## src/rtl/inst_fetch_if.sv

```systemverilog
// Instruction-memory read bus between the fetch stage and the instruction ROM.
// Latency: wires only, no storage in the bundle.
// Backpressure: master holds rom_req/rom_addr until the edge that samples rom_ack=1.
//
// Signals: rom_req   - read request (master -> slave)
//          rom_addr  - read address (master -> slave)
//          rom_ack   - read complete, may coincide with rom_req rising (slave -> master)
//          rom_rdata - read data, valid with rom_ack (slave -> master)
interface inst_fetch_if;
    logic        rom_req;
    logic [31:0] rom_addr;
    logic        rom_ack;
    logic [31:0] rom_rdata;

    modport master (
        output rom_req,
        output rom_addr,
        input  rom_ack,
        input  rom_rdata
    );

    modport slave (
        input  rom_req,
        input  rom_addr,
        output rom_ack,
        output rom_rdata
    );
endinterface

```

## src/rtl/inst_fetch.sv

```systemverilog
// Instruction fetch stage: pc-driven ROM reads into a registered inst/inst_addr pair.
// Latency: one edge from rom_ack=1 to inst/inst_addr; zero-wait ROM gives one instruction per cycle.
// Backpressure: hold_en freezes outputs; one fetched word is parked in a 1-entry buffer and rom_req drops.
//
// Ports: sys_clk, sys_rst_n (async, active-low)
//        jump_en/jump_addr - redirect from execute; beats hold_en and rom_ack
//        hold_en           - downstream stall
//        rom               - inst_fetch_if master (rom_req/rom_addr out, rom_ack/rom_rdata in)
//        inst/inst_addr    - registered instruction and its address to decode
//        misalign_err      - one-cycle pulse on a misaligned jump target
// Optional feature macro: FETCH_MISALIGN_CHK_EN (check and align jump targets; default off).
module inst_fetch #(
    parameter logic [31:0] RESET_ADDR = 32'h0000_0000
) (
    input  logic         sys_clk,
    input  logic         sys_rst_n,
    input  logic         jump_en,
    input  logic [31:0]  jump_addr,
    input  logic         hold_en,
    inst_fetch_if.master rom,
    output logic [31:0]  inst,
    output logic [31:0]  inst_addr,
    output logic         misalign_err
);
    localparam logic [31:0] INST_NOP = 32'h0000_0013;

    typedef enum logic [1:0] {
        FETCH = 2'd0,
        HOLD  = 2'd1,
        FLUSH = 2'd2
    } state_t;

    state_t      state_q, state_d;
    logic [31:0] pc_q, pc_d;
    logic        req_q, req_d;
    logic [31:0] inst_q, inst_d;
    logic [31:0] inst_addr_q, inst_addr_d;
    logic        buf_vld_q, buf_vld_d;
    logic [31:0] buf_inst_q, buf_inst_d;
    logic [31:0] buf_addr_q, buf_addr_d;
    logic [31:0] tgt_q, tgt_d;     // redirect target parked while FLUSH drains the old read
    logic [31:0] jump_tgt;
    logic        ack_hit;
    logic        pending;

    // An ack only counts against a live request; acks seen with rom_req=0 are stale.
    assign ack_hit = req_q & rom.rom_ack;
    assign pending = req_q & ~rom.rom_ack;

`ifdef FETCH_MISALIGN_CHK_EN
    logic misalign_q;

    assign jump_tgt = {jump_addr[31:2], 2'b00};

    always_ff @(posedge sys_clk or negedge sys_rst_n) begin
        if (!sys_rst_n) begin
            misalign_q <= 1'b0;
        end else begin
            misalign_q <= jump_en & (jump_addr[1:0] != 2'b00);
        end
    end

    assign misalign_err = misalign_q;
`else
    assign jump_tgt     = jump_addr;
    assign misalign_err = 1'b0;
`endif

    always_comb begin
        state_d     = state_q;
        pc_d        = pc_q;
        req_d       = req_q;
        inst_d      = inst_q;
        inst_addr_d = inst_addr_q;
        buf_vld_d   = buf_vld_q;
        buf_inst_d  = buf_inst_q;
        buf_addr_d  = buf_addr_q;
        tgt_d       = tgt_q;

        case (state_q)
            FETCH: begin
                req_d = 1'b1;
                if (jump_en) begin
                    inst_d    = INST_NOP;
                    buf_vld_d = 1'b0;
                    if (pending) begin
                        // Old read still in flight: keep its address on the bus until it acks.
                        state_d = FLUSH;
                        tgt_d   = jump_tgt;
                    end else begin
                        // Nothing outstanding (or it acks now and is dropped): redirect at once.
                        pc_d = jump_tgt;
                    end
                end else if (hold_en) begin
                    if (ack_hit) begin
                        buf_vld_d  = 1'b1;
                        buf_inst_d = rom.rom_rdata;
                        buf_addr_d = pc_q;
                        pc_d       = pc_q + 32'd4;
                        req_d      = 1'b0;
                        state_d    = HOLD;
                    end
                end else if (ack_hit) begin
                    inst_d      = rom.rom_rdata;
                    inst_addr_d = pc_q;
                    pc_d        = pc_q + 32'd4;
                end else begin
                    inst_d = INST_NOP;
                end
            end

            HOLD: begin
                if (jump_en) begin
                    pc_d      = jump_tgt;
                    inst_d    = INST_NOP;
                    buf_vld_d = 1'b0;
                    req_d     = 1'b1;
                    state_d   = FETCH;
                end else if (!hold_en) begin
                    inst_d      = buf_vld_q ? buf_inst_q : INST_NOP;
                    inst_addr_d = buf_addr_q;
                    buf_vld_d   = 1'b0;
                    req_d       = 1'b1;
                    state_d     = FETCH;
                end
            end

            FLUSH: begin
                // A newer redirect replaces the parked one; the in-flight data is discarded.
                if (jump_en) begin
                    tgt_d = jump_tgt;
                end
                if (ack_hit) begin
                    pc_d    = jump_en ? jump_tgt : tgt_q;
                    state_d = FETCH;
                end
            end

            default: begin
                state_d = FETCH;
                req_d   = 1'b0;
            end
        endcase
    end

    always_ff @(posedge sys_clk or negedge sys_rst_n) begin
        if (!sys_rst_n) begin
            state_q     <= FETCH;
            pc_q        <= RESET_ADDR;
            req_q       <= 1'b0;
            inst_q      <= INST_NOP;
            inst_addr_q <= 32'h0;
            buf_vld_q   <= 1'b0;
            buf_inst_q  <= 32'h0;
            buf_addr_q  <= 32'h0;
            tgt_q       <= 32'h0;
        end else begin
            state_q     <= state_d;
            pc_q        <= pc_d;
            req_q       <= req_d;
            inst_q      <= inst_d;
            inst_addr_q <= inst_addr_d;
            buf_vld_q   <= buf_vld_d;
            buf_inst_q  <= buf_inst_d;
            buf_addr_q  <= buf_addr_d;
            tgt_q       <= tgt_d;
        end
    end

    assign rom.rom_req  = req_q;
    assign rom.rom_addr = pc_q;
    assign inst         = inst_q;
    assign inst_addr    = inst_addr_q;
endmodule

```

## src/flat_wrapper.sv

```systemverilog
// flat-port wrapper written by rule: the top's interface ports become plain ports
module inst_fetch_flat 
#(
    parameter logic [31:0] RESET_ADDR = 32'h0000_0000
)
  (sys_clk, sys_rst_n, jump_en, jump_addr, hold_en, inst, inst_addr, misalign_err, rom_rom_req, rom_rom_addr, rom_rom_ack, rom_rom_rdata);
  inst_fetch_if rom_i ();
  input  logic sys_clk;
  input  logic sys_rst_n;
  input  logic jump_en;
  input  logic [31:0] jump_addr;
  input  logic hold_en;
  output logic [31:0] inst;
  output logic [31:0] inst_addr;
  output logic misalign_err;
  output wire logic [$bits(rom_i.rom_req)-1:0] rom_rom_req;
  output wire logic [$bits(rom_i.rom_addr)-1:0] rom_rom_addr;
  input wire logic [$bits(rom_i.rom_ack)-1:0] rom_rom_ack;
  input wire logic [$bits(rom_i.rom_rdata)-1:0] rom_rom_rdata;
  assign rom_rom_req = rom_i.rom_req;
  assign rom_rom_addr = rom_i.rom_addr;
  assign rom_i.rom_ack = rom_rom_ack;
  assign rom_i.rom_rdata = rom_rom_rdata;
  inst_fetch #(.RESET_ADDR(RESET_ADDR)) u_core (.sys_clk(sys_clk), .sys_rst_n(sys_rst_n), .jump_en(jump_en), .jump_addr(jump_addr), .hold_en(hold_en), .rom(rom_i), .inst(inst), .inst_addr(inst_addr), .misalign_err(misalign_err));
endmodule
```

## config.mk

```make
export PLATFORM = sky130hd
export DESIGN_NAME = inst_fetch_flat
export DESIGN_NICKNAME = d
export VERILOG_FILES = /design/src/rtl/inst_fetch_if.sv /design/src/rtl/inst_fetch.sv /design/src/flat_wrapper.sv
export SDC_FILE = /design/constraint.sdc
export NUM_CORES = 1
export LEC_CHECK = 0
export BUFFER_PORTS_ARGS = -buffer_cell sky130_fd_sc_hd__buf_2
export CAP_MARGIN = 40
export CELL_PAD_IN_SITES_DETAIL_PLACEMENT = 0
export CELL_PAD_IN_SITES_GLOBAL_PLACEMENT = 1
export CORE_MARGIN = 2
export CORE_UTILIZATION = 35
export CTS_CLUSTER_DIAMETER = 150
export CTS_CLUSTER_SIZE = 20
export DETAILED_ROUTE_END_ITERATION = 10
export GPL_TIMING_DRIVEN = 0
export MAX_ROUTING_LAYER = met4
export PLACE_DENSITY = 0.65
export SLEW_MARGIN = 20
export SYNTH_ARGS = -nofsm -noshare
export SYNTH_HDL_FRONTEND = slang
export SYNTH_SLANG_ARGS = --single-unit
```

## constraint.sdc

```tcl
create_clock -name sys_clk -period 6.3 [get_ports sys_clk]
set_input_delay 1.575 -clock sys_clk [delete_from_list [all_inputs] [get_ports sys_clk]]
set_output_delay 1.575 -clock sys_clk [all_outputs]
set_load 0.02 [all_outputs]
```

# --- After elaboration in Yosys (flattened, before gate mapping) ---
# Index checks and enable logic that the tools add are counted.
word_totals:
  regBits: 196
  input_bits: 69
  out_inout_bits: 98
  word_cells: 87
classes:
  n_addsub: 1
  eq_ne: 17
  n_mux: 43
  bitwise: 5
  n_reduce_logical: 12
op_table:
  columns: ["op", "count"]
  rows:
  - ["$mux W32", 19]
  - ["$pmux W32 S2", 3]
  - ["$pmux W32 S3", 1]
  - ["$add A32 B3 Y32 const B", 1]
  - ["$mux W2", 7]
  - ["$ne A2 B2 Y1 const B", 6]
  - ["$ne A3 B3 Y1 const B", 4]
  - ["$mux W1", 10]
  - ["$reduce_and A5 Y1", 2]
  - ["$reduce_and A4 Y1", 2]
  - ["$ne A2 B1 Y1 const B", 3]
  - ["$ne A3 B2 Y1 const B", 2]
  - ["$pmux W2 S3", 1]
  - ["$reduce_and A3 Y1", 2]
  - ["$reduce_and A6 Y1", 1]
  - ["$reduce_bool A2 Y1", 2]
  - ["$not A1 Y1", 3]
  - ["$pmux W1 S3", 1]
  - ["$reduce_bool A3 Y1", 1]
  - ["$and A1 B1 Y1", 2]
  - ["$eq A2 B1 Y1 const B", 1]
  - ["$eq A2 B2 Y1 const B", 1]
  - ["$logic_not A2 Y1", 1]
  - ["$pmux W1 S2", 1]
  - ["$reduce_and A2 Y1", 1]

# --- Longest topological paths before layout ---
logic_depth:
  depth_word: 5
  ltp_mapped: 10
  depth_no_buf: 7

# --- Worst setup path before layout ---
# Ideal clock, no wire load.
synth_timing:
  kind: "input to register"
  startpoint: "input jump_en"
  endpoint: "register u_core.buf_addr_q[26]"
  setup_ns: 0.125
  arrival_ns: 2.857
  t_required_ns: 6.175
  slack_ns: 3.319
  stages: 7
  n_path_buf: 2
  cell_sequence: "inv_2 -> nand2_1 -> nor2_1 -> nand2_1 -> clkbuf_1 -> clkbuf_1 -> mux2_2"
synth_via:
  elab_chain_len: 2
synth_rtl:
  columns: ["item", "line_no", "text"]
  rows:
  - ["start, declared", "flat_wrapper.sv:10", "input logic jump_en;"]
  - ["$not A1 Y1 (no line)", null, null]
  - ["$reduce_and A4 Y1 (no line)", null, null]
  - ["end signal, assigned", "inst_fetch.sv:165", "buf_addr_q <= buf_addr_d;"]
  - ["end, declared", "inst_fetch.sv:40", "logic [31:0] buf_addr_q, buf_addr_d;"]
# No other way between the ends.
# A chain may end at the register's enable or synchronous reset.

# --- Worst setup path in the final report ---
# Same ends and word-level chain as after synthesis.

==> results.md <==
- Status: finished, final reports clean
- Post-Place Worst Slack: roughly 2500 ps
- Horiz. Die Dim: 169 microns
- Ys flop type: dfrtp_1
- Syn Inst Count: between 800 and 900
- Setup TNS: 0 ps
- DRT Wirelength: around 28 mm
- Die Ht: approximately 170 microns
- Total grt overflow: 0
- H-tree depth: 4
- Leading area contributor after synthesis: dfrtp_1
- Total GRT Usage: around a fifth
- Avg Cell Area, Syn: ~11 sq um
- Switching Share: a little over two fifths
- Seq/Total Area, Yosys: 51.4%
- FF-to-FF path depth: 8
- CP required: 6630 ps
- Syn nets: 965
- P_int: around 3.5 mW
- Layout Nets: between 1,000 and 1,500
- Top cells by area, synth: dfrtp_1 51%, mux2_2 8.2%, mux2i_1 4.4%
- Worst path arrival time: 3610 ps
- Hold depth: 2
- DRC marker count from the first detailed-route iteration: between 400 and 500
- Wire per inst: between 15 and 20 microns
- Worst-margin pin slew: 809 ps
- Max Clock Freq: between 300 and 400 MHz
- Most instantiated library cell after synthesis: dfrtp_1
- R2R Path End: u_core.rom.rom_addr[10]$_DFFE_PN0P_
- Cell area power density: between 500 and 600 nW/um^2
- CTS buffer count: 17
- Gpl congestion: 0.905
- Final worst slack: a little over 3000 ps
- Dpl cell area: roughly 11,000 sq um
- Layout Skew: ~16 ps
- RSZ-0062 raised after global routing: false
- WS Path Type: in2reg
- Largest net degree at the start of global routing: 94
- Critical path fanouts, max: 10
- Count of final hold-check violations: 0
- Hold_ws: 478 ps
- Vias in the first global route: 7,400
- Yosys warns: 0
- CTS Buffer Depth: 2
- HPWL after DPL: 20.8 mm
- Critical-path cell list: buf_2 -> inv_2 -> nand2_1 -> nor2_1 -> nand2_1 -> clkbuf_1 -> clkbuf_1 -> mux2_2
- Worst r2r src: u_core.state_q[0]$_DFFE_PN0P_
- Fin crit period: roughly 3300 ps
- Hold EP: u_core.inst[17]$_DFFE_PN0P_
- MaxCap Viol Count: 0
- Critical Path End Type: flop
- Die area: between 20,000 and 30,000 sq um
- Slew Viols, Final: 0
- Clock transition at the registers of the reported paths: approximately 80 ps
- Post-CTS Hold Buffers: 0
- Core Area: 26,900 sq um
- Final instance area: about 12,000 sq um
- Post-Syn Area: 9560 sq um
- Crit-path slowest cell: clkbuf_1
- Number of I/O pins: between 150 and 200
- Final Power: about 6.1 mW
- Area growth, synth to finish: 20.8%
- Final setup viols: 0
- Netlist cell types: 70
- Share of power burned in combinational logic: approximately 43%
- Slew HR: 46.1%
- Clock Tree Root: clkbuf_16
- Fill cells: about 2,700
- Vias post-DR: approximately 7,600
- Post-CTS Setup Inserts: 0
- Port Buffers: approximately 170
- Ys async rst share: 100%
- Synth cell count leaders: 193 x dfrtp_1, 112 x nand2_1, 70 x mux2_2
- Maximum vdd drop: approximately 0.17 mV
- Worst Setup Start Kind: primary input
- DRC: 0
- Hold Crit Start: u_core.inst[17]$_DFFE_PN0P_
- Leakage: 5.10 nW
- Layout cells sized above 1: a little over a quarter
- Yosys reg bits: roughly 200
- CTS tree: built
- Clock sink count: between 150 and 200
- Cts repair resizes: 0
- Hold Crit Class: reg2reg
- First-pass GRT wire length: approximately 44 mm
- Initial antenna violation count: 1
- Tcrit/Tclk final: 52.1%
- Clock latency on the worst-skew pair: 450 ps
- Reg2reg setup slack: between 3000 and 4000 ps
- Vias/cell: 5.32
- Post-DRT Antenna Nets: 0
- Top-area cell type share of the netlist area: between 50% and 60%
- Clock power share: about a fifth
- Row Count: 60
- Post-synth EDFFs: 0
- Sw power: between 2 and 3 mW
- Slowest cell delay on critical path: ~600 ps
- Initial Utilization: 35.6%
- Sequential Power Share: ~37%
- 1st-pass router iterations: 5
## power groups by stage
stage          clock network [mW]  logic, mW  registers [mW]
6_report                     1.18       2.63            2.26
5_1_grt                      1.26       2.89            2.34
4_1_cts                      1.21       2.64            2.26
3_5_place_dp                    0       2.63            2.29
3_3_place_gp                    0       2.61            2.27
2_1_floorplan                   0       1.53            2.46
## logic make-up (layout without fill, tap and decap cells)
family / count (synthesis) / in the layout / share of synthesized area, %
buffers and inverters: 84 / 285 / 3.98
DFF: 196 / 196 / 51.4
and+or+nand+nor: 207 / 207 / 10.2
other: 1 / 2 / 0.0392
AOI/OAI and AO/OA: 251 / 251 / 17.0
adders and majority gates: 5 / 5 / 0.655
muxes: 144 / 144 / 16.4
xor gates and xnor gates: 3 / 3 / 0.275
## cells in the final DEF, fill, tap and decap left out, types with 11 or more instances in the layout
| cell type | synthesis | final |
|---|---|---|
| a21oi_1 | 34 | 34 |
| nand4_1 | 11 | 11 |
| mux2_2 | 70 | 70 |
| buf_2 | 3 | 167 |
| o21ai_1 | 46 | 46 |
| inv_1 | 13 | 13 |
| mux2i_1 | 42 | 42 |
| nand2_1 | 112 | 112 |
| nor2_1 | 25 | 25 |
| clkbuf_1 | 47 | 47 |
| mux2_1 | 32 | 32 |
| o21ai_0 | 56 | 56 |
| nand3_1 | 17 | 17 |
| dfrtp_1 | 193 | 193 |
| clkbuf_16 | 0 | 17 |
| a22oi_1 | 35 | 35 |
## registers in the layout (all words and copies together), names as in the netlist
register	cells
u_core.buf_addr_q	32
u_core.buf_inst_q	32
u_core.inst	32
u_core.inst_addr	32
u_core.rom.rom_addr	32
u_core.tgt_q	32
u_core.state_q	2
u_core.buf_vld_q	1
u_core.rom.rom_req	1
## metrics by stage
stage	cells	util [%]
final	1434	43.0
after global routing	1434	43.0
after CTS	1431	42.9
after detailed placement	1399	40.5
after global placement	1397	40.2
after floorplan	891	-
## worst max-delay path by stage
stage,start,endpoint,slack [ps],cells after the start
floorplan,jump_en,u_core.buf_addr_q[26]$_DFFE_PN0P_,3320,7
global placement,sys_rst_n,u_core.buf_addr_q[17]$_DFFE_PN0P_,140,1
detailed placement,jump_en,u_core.buf_addr_q[26]$_DFFE_PN0P_,2520,8
CTS,jump_en,u_core.buf_addr_q[26]$_DFFE_PN0P_,3000,8
global route,jump_en,u_core.buf_addr_q[27]$_DFFE_PN0P_,2840,8
finish,jump_en,u_core.buf_addr_q[26]$_DFFE_PN0P_,3020,8
## area by class of cell
class | instances | area (sq um) | area share, %
clock buffer | 17 | 425 | 3.68
multi-input combinational | 611 | 4270 | 37.0
timing repair buffer | 169 | 913 | 7.91
inverter | 16 | 60.1 | 0.520
antenna | 1 | 2.50 | 0.0217
sequential | 196 | 4910 | 42.5
buffer | 68 | 320 | 2.77
clock inverter | 15 | 220 | 1.91
tap | 341 | 427 | 3.70
## worst max-delay path: cells and delay by family
| kind | cells | cell delay (ps) |
|---|---|---|
| simple gates | 3 | 250 |
| buf+inv | 4 | 1380 |
| mux | 1 | 410 |
## per-layer routing
layer  track usage, %  share of wire [%]  up-vias
met5                -                  0        -
met4             5.98                1.8        0
met3             3.57                4.2       32
met2             31.5                 47      200
met1             27.8                 47     3746
li1                 -                  -     3657
(Power assumes the default switching activity.)
